===== src/rtl/mem_port_arbiter.sv =====
// mem_port_arbiter: shares one external memory port between instruction fetch
// and the load/store stage. Only one transaction is outstanding at a time. The
// response goes back to whichever stage issued the request. A fetch response
// that a pipeline redirect (ifFlush) has made stale is dropped.
//
// Optional feature: define MEM_ARB_STARVE_GUARD_EN to enable the fetch
// starvation guard. Fetch then wins arbitration after STARVE_LIMIT cycles of
// waiting. Without the macro, data always has priority over fetch.
module mem_port_arbiter #(
    parameter int ADDR_WIDTH   = 32,
    parameter int DATA_WIDTH   = 32,
    parameter int STARVE_LIMIT = 4
) (
    input  logic                    clk,
    input  logic                    rst,

    // fetch stage
    input  logic                    ifReq,
    input  logic [ADDR_WIDTH-1:0]   ifAddr,
    input  logic                    ifFlush,
    output logic                    ifGnt,
    output logic                    ifRvalid,
    output logic [DATA_WIDTH-1:0]   ifRdata,

    // memory-access stage
    input  logic                    dmReq,
    input  logic                    dmWe,
    input  logic [ADDR_WIDTH-1:0]   dmAddr,
    input  logic [DATA_WIDTH-1:0]   dmWdata,
    input  logic [DATA_WIDTH/8-1:0] dmBe,
    output logic                    dmGnt,
    output logic                    dmRvalid,
    output logic [DATA_WIDTH-1:0]   dmRdata,

    // external memory port
    output logic                    memReq,
    output logic                    memWe,
    output logic [ADDR_WIDTH-1:0]   memAddr,
    output logic [DATA_WIDTH-1:0]   memWdata,
    output logic [DATA_WIDTH/8-1:0] memBe,
    input  logic                    memReady,
    input  logic                    memRvalid,
    input  logic [DATA_WIDTH-1:0]   memRdata,

    output logic                    busy
);

    typedef enum logic [1:0] {
        IDLE    = 2'd0,
        WAIT_IF = 2'd1,
        WAIT_DM = 2'd2
    } state_t;

    state_t state, state_next;
    logic   drop_flag;
    logic   cand_if;
    logic   cand_dm;
    logic   fetch_wins;

    // A flushed fetch request does not compete, but only in this cycle.
    assign cand_if = ifReq && !ifFlush;
    assign cand_dm = dmReq;

`ifdef MEM_ARB_STARVE_GUARD_EN
    localparam int CNT_W = $clog2(STARVE_LIMIT + 1);

    logic [CNT_W-1:0] starve_cnt;
    logic             starved;

    assign starved = (starve_cnt == CNT_W'(STARVE_LIMIT));

    // Count consecutive cycles in which a live fetch waits without a grant.
    always_ff @(posedge clk) begin
        if (rst) begin
            starve_cnt <= '0;
        end else if (!ifReq || ifFlush || ifGnt) begin
            starve_cnt <= '0;
        end else if (!starved) begin
            starve_cnt <= starve_cnt + 1'b1;
        end
    end

    // Data normally wins. A fetch that has starved for long enough goes first.
    assign fetch_wins = cand_if && (!cand_dm || starved);
`else
    // Strict priority: fetch wins only when there is no data request.
    assign fetch_wins = cand_if && !cand_dm;
`endif

    // Steer the memory request fields from the winning stage. Fetch is always
    // a full-word read.
    always_comb begin
        if (fetch_wins) begin
            memWe    = 1'b0;
            memAddr  = ifAddr;
            memWdata = '0;
            memBe    = '1;
        end else begin
            memWe    = dmWe;
            memAddr  = dmAddr;
            memWdata = dmWdata;
            memBe    = dmBe;
        end
    end

    // Both read-data buses pass memRdata through. Each is valid only when its
    // own rvalid is high.
    assign ifRdata = memRdata;
    assign dmRdata = memRdata;

    // State register. It also tracks whether the outstanding fetch has been
    // invalidated by a redirect.
    // NOTE: sequential state uses non-blocking assignments only, so every
    // flop samples values from before the edge, whatever the block order.
    always_ff @(posedge clk) begin
        if (rst) begin
            state     <= IDLE;
            drop_flag <= 1'b0;
        end else begin
            state <= state_next;
            if (state == WAIT_IF && !memRvalid) begin
                drop_flag <= drop_flag || ifFlush;
            end else begin
                drop_flag <= 1'b0;
            end
        end
    end

    // Arbitration, grant, response routing and next-state logic.
    // NOTE: every output of this block gets a default first. That way no path
    // can leave a value unassigned and infer a latch.
    always_comb begin
        state_next = state;
        memReq     = 1'b0;
        ifGnt      = 1'b0;
        dmGnt      = 1'b0;
        ifRvalid   = 1'b0;
        dmRvalid   = 1'b0;

        case (state)
            IDLE: begin
                // A stray memRvalid with no owner is ignored here.
                memReq = cand_if || cand_dm;
                if (memReq && memReady) begin
                    if (fetch_wins) begin
                        ifGnt      = 1'b1;
                        state_next = WAIT_IF;
                    end else begin
                        dmGnt      = 1'b1;
                        state_next = WAIT_DM;
                    end
                end
            end
            WAIT_IF: begin
                if (memRvalid) begin
                    // A flush earlier or in this same cycle drops the response.
                    ifRvalid   = !drop_flag && !ifFlush;
                    state_next = IDLE;
                end
            end
            WAIT_DM: begin
                if (memRvalid) begin
                    dmRvalid   = 1'b1;
                    state_next = IDLE;
                end
            end
            default: begin
                state_next = IDLE;
            end
        endcase

        // The state only clears at the next edge. Hold all handshakes low
        // while reset is asserted.
        if (rst) begin
            memReq   = 1'b0;
            ifGnt    = 1'b0;
            dmGnt    = 1'b0;
            ifRvalid = 1'b0;
            dmRvalid = 1'b0;
        end
    end

    assign busy = !rst && (state != IDLE);

    // Structural invariants.
    a_limit_valid: assert property (@(posedge clk) STARVE_LIMIT >= 1);
    a_one_grant:   assert property (@(posedge clk) disable iff (rst) !(ifGnt && dmGnt));
    a_one_rvalid:  assert property (@(posedge clk) disable iff (rst) !(ifRvalid && dmRvalid));
    a_no_req_busy: assert property (@(posedge clk) disable iff (rst) !(memReq && busy));

endmodule


===== config.mk =====
export PLATFORM = sky130hd
export DESIGN_NAME = mem_port_arbiter
export DESIGN_NICKNAME = d
export VERILOG_FILES = /design/src/rtl/mem_port_arbiter.sv
export SDC_FILE = /design/constraint.sdc
export NUM_CORES = 1
export LEC_CHECK = 0
export BUFFER_PORTS_ARGS = -buffer_cell sky130_fd_sc_hd__buf_4
export CORE_AREA = 2 2 107 109
export DETAILED_ROUTE_END_ITERATION = 6
export DIE_AREA = 0 0 109 111
export MAX_ROUTING_LAYER = met4
export PLACE_DENSITY = 0.56
export SLEW_MARGIN = 20
export SYNTH_ARGS = -nofsm -noshare
export SYNTH_HDL_FRONTEND = slang
export SYNTH_SLANG_ARGS = --single-unit

===== constraint.sdc =====
create_clock -name clk -period 1.44 [get_ports clk]
set_input_delay 0.216 -clock clk [delete_from_list [all_inputs] [get_ports clk]]
set_output_delay 0.216 -clock clk [all_outputs]
set_load 0.05 [all_outputs]

==> results of run 1 <==
-- kinds of logic (layout without fill, tap and decap cells) --
family	count (synthesis)	in the layout	synth area share
AOI/OAI and AO/OA	5	5	0.0263
DFF	3	3	0.0394
buffers and inverters	75	211	0.370
adders and majority gates	3	3	0.0247
muxes	32	32	0.316
and+or+nand+nor	52	52	0.224
-- critical path: stages --
cell and delay [ns]:
buf_6 0.10, nor2b_4 0.10, nor2b_4 0.20, buf_6 0.15, buf_16 0.15, mux2_4 0.31, buf_6 0.15
-- metrics by stage --
step	instances	setup slack, ns	hold WS, ns	power (W)	TNS (ns)
after detailed placement	431	-0.216	0.412	0.00137	-8.24
after floorplan	170	-0.210	0.288	0.00136	-4.83
after global placement	431	-0.203	0.405	0.00136	-7.45
after global routing	449	-0.214	0.207	0.00214	-9.21
final	449	-0.154	0.185	0.00206	-5.83
after CTS	443	-0.182	0.181	0.00201	-6.61
-- cells in the final DEF (no fill, tap or decap), types with 2 or more instances in the layout --
cell type,synthesis,layout
buf_4,64,124
buf_6,5,63
mux2_4,32,32
nor2b_4,2,17
nor2b_1,34,10
nor2b_2,0,9
buf_8,0,9
buf_12,0,5
or2_1,4,4
clkbuf_16,0,4
nand2b_1,3,3
inv_2,0,2
and3_4,0,2
nor2_1,3,2
ha_4,0,2
buf_16,0,2
dfxtp_2,0,2
-- final cells by class --
| type | count | share of cell area |
|---|---|---|
| inverters | 3 | 0.00335 |
| clock buffers | 4 | 0.0235 |
| flip-flops and latches | 3 | 0.0186 |
| well taps | 143 | 0.0533 |
| repair buffers | 204 | 0.582 |
| multi-input cells | 92 | 0.319 |
-- sequential cells by signal, summed over array words and instances (netlist names) --
register	count
drop_flag	1
state	2
-- power groups by stage --
stage	registers, W	logic [W]	clock network [W]
global route	0.0000970	0.00158	0.000454
CTS	0.0000977	0.00146	0.000448
detailed placement	0.0000962	0.00127	0
global placement	0.0000953	0.00126	0
finish	0.0000965	0.00152	0.000444
floorplan	0.0000949	0.00127	0
-- repair_timing --
item | in CTS | in global routing
hold buffers | 0 | 0
gates resized for setup | 98 | 39
buffers inserted | 5 | 6
gates cloned | 3 | 2
pin swaps | 3 | 2
endpoints found under the setup margin | 54 | 73
-- worst min-delay path by stage --
stage | start | to | slack [ns] | cells past startpoint
after CTS | memRvalid | drop_flag$_SDFF_PP0_ | 0.18 | 2
after floorplan | rst | state[0]$_SDFFE_PP0P_ | 0.29 | 1
after detailed placement | memRvalid | drop_flag$_SDFF_PP0_ | 0.41 | 2
final | memRvalid | drop_flag$_SDFF_PP0_ | 0.19 | 2
after global placement | memRvalid | drop_flag$_SDFF_PP0_ | 0.41 | 2
after global routing | memRvalid | drop_flag$_SDFF_PP0_ | 0.21 | 2
-- layer usage --
layer | share of wire | wire length, um
met3 | 0.14 | 841
met1 | 0.30 | 1750
met2 | 0.55 | 3250
met4 | 0.0087 | 51
met5 | 0 | 0
==> impl_summary.txt, run 1 <==
----------------------------------------------------
[Logic synthesis]
  Proportion of synthesized flip-flops having asynchronous set or reset ... 0
  Avg Synthesized Cell Area ... 8.96 sq um
  Top cells by count, synth ... buf_4 (64), nor2b_1 (34), mux2_4 (32), buf_6 (5), or2_1 (4)
  Primary flip-flop cell chosen by synthesis mapping ... dfxtp_1
  Number of synthesized register bits ... 3
  Sequential cell area fraction in the yosys report ... 0.0394
  Ys Warns ... 0
  Library cell occupying the most area in the post-synthesis netlist ... buf_4
  Top-count cell post-synth ... buf_4
  Library cells used by synthesis ... 22
  Net Count, Synth ... roughly 310
  Post-Syn Area ... 1520 sq um
  Synthesized instance count ... 170
  Main area contributors after synthesis ... buf_4 (32%), mux2_4 (32%), nor2b_1 (14%)
  Number of synthesized flops with an enable pin ... 0
  Proportion of netlist area held by the largest area contributor ... 0.316

[Pwr]
  Comb pwr share ... 0.738
  Internal portion of total power ... approximately 0.0012 W
  Power density over the cells ... between 600 and 700 nW/um^2
  Sequential group share of total power ... 0.047
  Leakage dissipation ... ~1.7 nW
  Worst VDD drop ... around 390 uV
  Psw ... approximately 0.0009 W
  Clk network pwr share ... 0.216
  Switch share ... 0.425

[Finish]
  Combined area of the multi-input logic cells ... roughly 1100 sq um
  Diodes inserted ... 0
  Area taken by flip-flops and latches ... approximately 63 sq um
  Synth-to-layout area growth ... 121%
  Fraction of layout cells with a size suffix above 1 ... 0.895
  Post-route core utilization ... 0.303
  Nets ... 450
  Final Instance Area ... ~3400 sq um
  Filler cells ... ~1200

[Setup path]
  Critical Path Sink ... memAddr[5]
  Startpoint-to-endpoint class of the critical path ... input pin to output pin
  R2r startpoint ... state[1]$_SDFFE_PP0P_
  Worst setup path startpoint ... ifFlush
  Maximum fanout count along the critical path ... 9
  Data required, critical path ... between 1 and 1.5 ns
  Register-to-Register Path Depth ... 6
  Reg-to-Reg End ... state[1]$_SDFFE_PP0P_
  Arrival @ worst endpoint ... 1.38 ns
  Reg2Reg Setup Slack ... 0.20 ns
  Critical path startpoint category ... input pin
  Type of destination of the critical path ... output pin

[Die]
  Row cnt ... 39
  Floorplan core area ... between 10000 and 15000 sq um
  Die Ht ... 111 um
  Die area ... around 12000 sq um
  Overall die width ... roughly 110 um
  Number of primary I/O pins ... about 280
  Initial core utilization ... 0.137

[Global routing]
  Number of global-route vias before repair ... ~1600
  Layer with the highest usage ... met2
  Pin count of the biggest net entering global routing ... 21
  M3 GR Usage ... 0.0229
  Number of antenna violations at the first check in global routing ... 0
  Wire length of the first global-routing pass ... a little under 8000 um
  Met1 usage ... 0.0683
  GRT Overall Usage ... 0.0819
  Final global-route overflow total ... 0
  Global Route met2 Usage ... 0.170

[STA]
  Period utilization ... 1.11
  Total count of hold-check failures in the final report ... 0
  Actual transition at the worst max-transition pin ... 0.247 ns
  Shortest clock period the worst path allows after layout ... between 1.5 and 2 ns
  Unrepaired setup endpoints after global routing ... yes
  Max Freq ... 627 MHz
  Final Slew Violations ... 0
  Tightest slew margin relative to the limit ... 0.833
  Setup-failing EPs final ... just over 60
  Worst-case setup margin in the final layout ... -0.154 ns
  Fin Clk Skew ... around 0.0036 ns

[Routing]
  Drt initial violations ... 39
  Detail-routed via count per cell ... roughly 3.6
  Total detailed-routing wirelength ... between 5000 and 6000 um
  Routed length per placed instance ... 13.1 um
  Antenna-violating nets left ... 0
  DRC errors left ... 0
  Drt first pass iters ... 4
  Total via count after detailed routing ... 1631

[Clock tree]
  Clock root cell ... clkbuf_16
  Clock H-tree levels ... 1
  CTS sink count ... 3
  CTS tree ... yes
  Maximum clock insertion buffer count ... 2
  Clock transition at the registers of the reported paths ... 0.03 ns
  TritonCTS Buffers ... 3
  Insertion delay of the later-clocked pin in the worst-skew pair ... approximately 0.22 ns

[Placement]
  Placement Cell Area ... around 2600 sq um
  HPWL after detailed placement ... approximately 4300 um
  Placer congestion estimate ... 0.719
  Count of port buffers added during placement ... around 180

[Run status]
  Run status ... complete, but fails checks
  Violated checks ... setup timing

[Min path]
  Worst Hold Class ... input pin to flip-flop

[Flow run]
  MaxCap Viol Count ... 0

----------------------------------------------------
Note: power is estimated with default switching activity, not from simulation.
==> run 2, diff against run 1 <==
--- a/config.mk
+++ b/config.mk
@@ -5,12 +5,14 @@
 export SDC_FILE = /design/constraint.sdc
 export NUM_CORES = 1
 export LEC_CHECK = 0
+export ABC_AREA = 1
+export ABC_CLOCK_PERIOD_IN_PS = 1440
 export BUFFER_PORTS_ARGS = -buffer_cell sky130_fd_sc_hd__buf_4
-export CORE_AREA = 2 2 107 109
+export CORE_AREA = 2 2 110 112
 export DETAILED_ROUTE_END_ITERATION = 6
-export DIE_AREA = 0 0 109 111
+export DIE_AREA = 0 0 112 114
 export MAX_ROUTING_LAYER = met4
-export PLACE_DENSITY = 0.56
+export PLACE_DENSITY = 0.54
 export SLEW_MARGIN = 20
 export SYNTH_ARGS = -nofsm -noshare
 export SYNTH_HDL_FRONTEND = slang
==> run 2 against run 1 <==
Compared with the run above:
- the run now ends clean
- first-iteration DRC count increased by 5.1%
- flip-flop and latch count unchanged
- routed wire length fell by 6.2%
- sequential power grew 44%
- worst setup slack better by 0.18 ns
- combinational power is 9% higher
- non-clock buffer count down 15
- synthesized area down 5.3%
- final cell count rose by 22%
- critical path depth shrank 2
- via count up 20%
==> impl_summary.txt, run 2 <==
----------------------------------------------------
[Setup path]
  Startpoint-to-endpoint class of the critical path ... flip-flop to output pin
  Data required, critical path ... around 1.2 ns
  Maximum fanout count along the critical path ... 4
  Type of destination of the critical path ... output pin
  R2r startpoint ... state[0]$_SDFFE_PP0P_
  Worst setup path startpoint ... state[0]$_SDFFE_PP0P_
  Critical path startpoint category ... flip-flop
  Arrival @ worst endpoint ... between 1 and 1.5 ns

[Clock tree]
  CTS sink count ... 3
  Clock root cell ... clkbuf_16
  Insertion delay of the later-clocked pin in the worst-skew pair ... 0.23 ns
  Clock H-tree levels ... 1
  TritonCTS Buffers ... 3
  Maximum clock insertion buffer count ... 2
  Clock transition at the registers of the reported paths ... approximately 0.030 ns
  CTS tree ... yes

[Finish]
  Most frequent standard cell in the layout excluding fill and tap cells ... buf_4
  Filler cells ... ~1300
  Largest regs ... state (2), drop_flag (1)
  Largest register FFs ... 2
  Area taken by flip-flops and latches ... between 60 and 70 sq um
  Synth-to-layout area growth ... 85.3%
  Commonest cells after routing, fill and taps aside ... buf_4 (183), nand2_1 (139), inv_2 (33)
  Register containing the most flip-flops in the final layout ... state
  Post-route core utilization ... 0.228
  Fraction of layout cells with a size suffix above 1 ... 0.599
  Nets ... between 500 and 600
  Diodes inserted ... 0
  Combined area of the multi-input logic cells ... 736 sq um

[Die]
  Die Ht ... about 110 um
  Initial core utilization ... 0.123
  Die area ... 12800 sq um
  Row cnt ... 40
  Floorplan core area ... approximately 12000 sq um
  Overall die width ... between 100 and 150 um
  Number of primary I/O pins ... 279

[STA]
  Fin Clk Skew ... 0.00516 ns
  Shortest clock period the worst path allows after layout ... 1.41 ns
  Tightest slew margin relative to the limit ... 0.828
  Max Freq ... around 700 MHz
  Period utilization ... 0.981
  Total count of hold-check failures in the final report ... 0
  Final total negative setup slack ... 0 ns
  Unrepaired setup endpoints after global routing ... yes
  Setup-failing EPs final ... 0
  Actual transition at the worst max-transition pin ... about 0.26 ns
  Final Slew Violations ... 0

[Logic synthesis]
  Library cell occupying the most area in the post-synthesis netlist ... buf_4
  Ys Warns ... 0
  Main area contributors after synthesis ... buf_4 (36%), nand2_1 (36%), inv_2 (8.1%)
  Number of synthesized flops with an enable pin ... 0
  Post-Syn Area ... about 1400 sq um
  Avg Synthesized Cell Area ... 5.12 sq um
  Library cells used by synthesis ... 14
  Proportion of synthesized flip-flops having asynchronous set or reset ... 0
  Proportion of netlist area held by the largest area contributor ... 0.364
  Number of synthesized register bits ... 3
  Primary flip-flop cell chosen by synthesis mapping ... dfxtp_1
  Synthesized instance count ... about 280
  Net Count, Synth ... 425
  Top-count cell post-synth ... nand2_1
  Sequential cell area fraction in the yosys report ... 0.0416
  Top cells by count, synth ... nand2_1 (140), buf_4 (70), inv_2 (31), inv_1 (10), nor2_1 (7)

[Routing]
  Routed length per placed instance ... just over 10 um
  DRC errors left ... 0
  Drt first pass iters ... 6
  Detail-routed via count per cell ... between 3 and 4
  Antenna-violating nets left ... 0
  Total via count after detailed routing ... slightly below 2000
  Drt initial violations ... 41
  Total detailed-routing wirelength ... approximately 5500 um

[Pwr]
  Leakage dissipation ... between 1.5 and 2 nW
  Power density over the cells ... approximately 840 nW/um^2
  Worst VDD drop ... 874 uV

[Global routing]
  Final global-route overflow total ... 0
  Number of global-route vias before repair ... 1754
  GRT Overall Usage ... 0.0788
  Pin count of the biggest net entering global routing ... 42
  Number of antenna violations at the first check in global routing ... 0
  Wire length of the first global-routing pass ... 8200 um

[Placement]
  Count of port buffers added during placement ... between 150 and 200
  HPWL after detailed placement ... 4650 um
  Placer congestion estimate ... about 0.65

[Run status]
  Run status ... completed

[Flow run]
  MaxCap Viol Count ... 0

[Min path]
  Worst Hold Class ... input pin to flip-flop
  Startpoint of the tightest hold check path ... ifFlush

----------------------------------------------------
run 2: layout make-up:
type / instances / share of cell area
sequential: 3 / 0.0234
inverter: 41 / 0.0576
tap: 147 / 0.0688
timing repair buffer: 189 / 0.546
clock buffer: 4 / 0.0295
multi-input combinational: 164 / 0.275
run 2: path summary, 6_finish.rpt:
kind,endpoint,slack [ns],cells after the start
worst max-delay path,busy,0.03,5
worst min-delay path,drop_flag$_SDFF_PP0_,0.30,3
worst max register to register,state[1]$_SDFFE_PP0P_,0.25,7
worst min register to register,drop_flag$_SDFF_PP0_,0.52,2
run 2: cells by family after synthesis:
group                    count (synthesis)  synth area share
AND/OR/NAND/NOR                        158             0.433
flip-flops                               3            0.0416
AO/OA/AOI/OAI                            3            0.0104
adder cells (fa/ha/maj)                  3            0.0260
buffers and inverters                  115             0.489
run 2: metrics by stage:
stage | instance area [sq um] | hold slack (ns) | setup slack, ns | std cells | power (W)
floorplan | 1460 | 0.361 | -0.149 | 282 | 0.00155
global placement | 2530 | 0.432 | 0.112 | 543 | 0.00163
detailed placement | 2530 | 0.432 | 0.106 | 543 | 0.00165
CTS | 2640 | 0.304 | 0.00554 | 547 | 0.00219
global route | 2670 | 0.321 | -0.00937 | 548 | 0.00236
finish | 2670 | 0.298 | 0.0280 | 548 | 0.00224
run 2: per-layer routing:
layer,routed length (um),GRT usage,share of wire,vias to the layer above
met3,723,0.0308,0.13,21
met2,2820,0.138,0.51,143
met1,1860,0.0818,0.34,818
met5,0,-,0,-
met4,130,0.0252,0.024,0
li1,-,-,-,982
run 2: timing repair:
item | CTS | global route
pin swaps | 2 | 1
endpoints found under the hold margin | 0 | 0
endpoints found under the setup margin | 4 | 4
hold buffers | 0 | 0
setup buffers | 0 | 1
gates resized for setup | 11 | 6
run 2: where the power goes:
group | internal, W | total, W | leakage (nW) | switching [W]
Sequential | 0.000115 | 0.000139 | 0.0253 | 0.0000234
Combinational | 0.000632 | 0.00165 | 1.62 | 0.00102
Clock | 0.000366 | 0.000452 | 0.0382 | 0.0000860
run 2: critical path, stage by stage (launching register included):
cell and delay (ns):
dfxtp_2 0.34, inv_2 0.06, ha_4 0.16, buf_4 0.15, nor2_4 0.10, buf_6 0.16
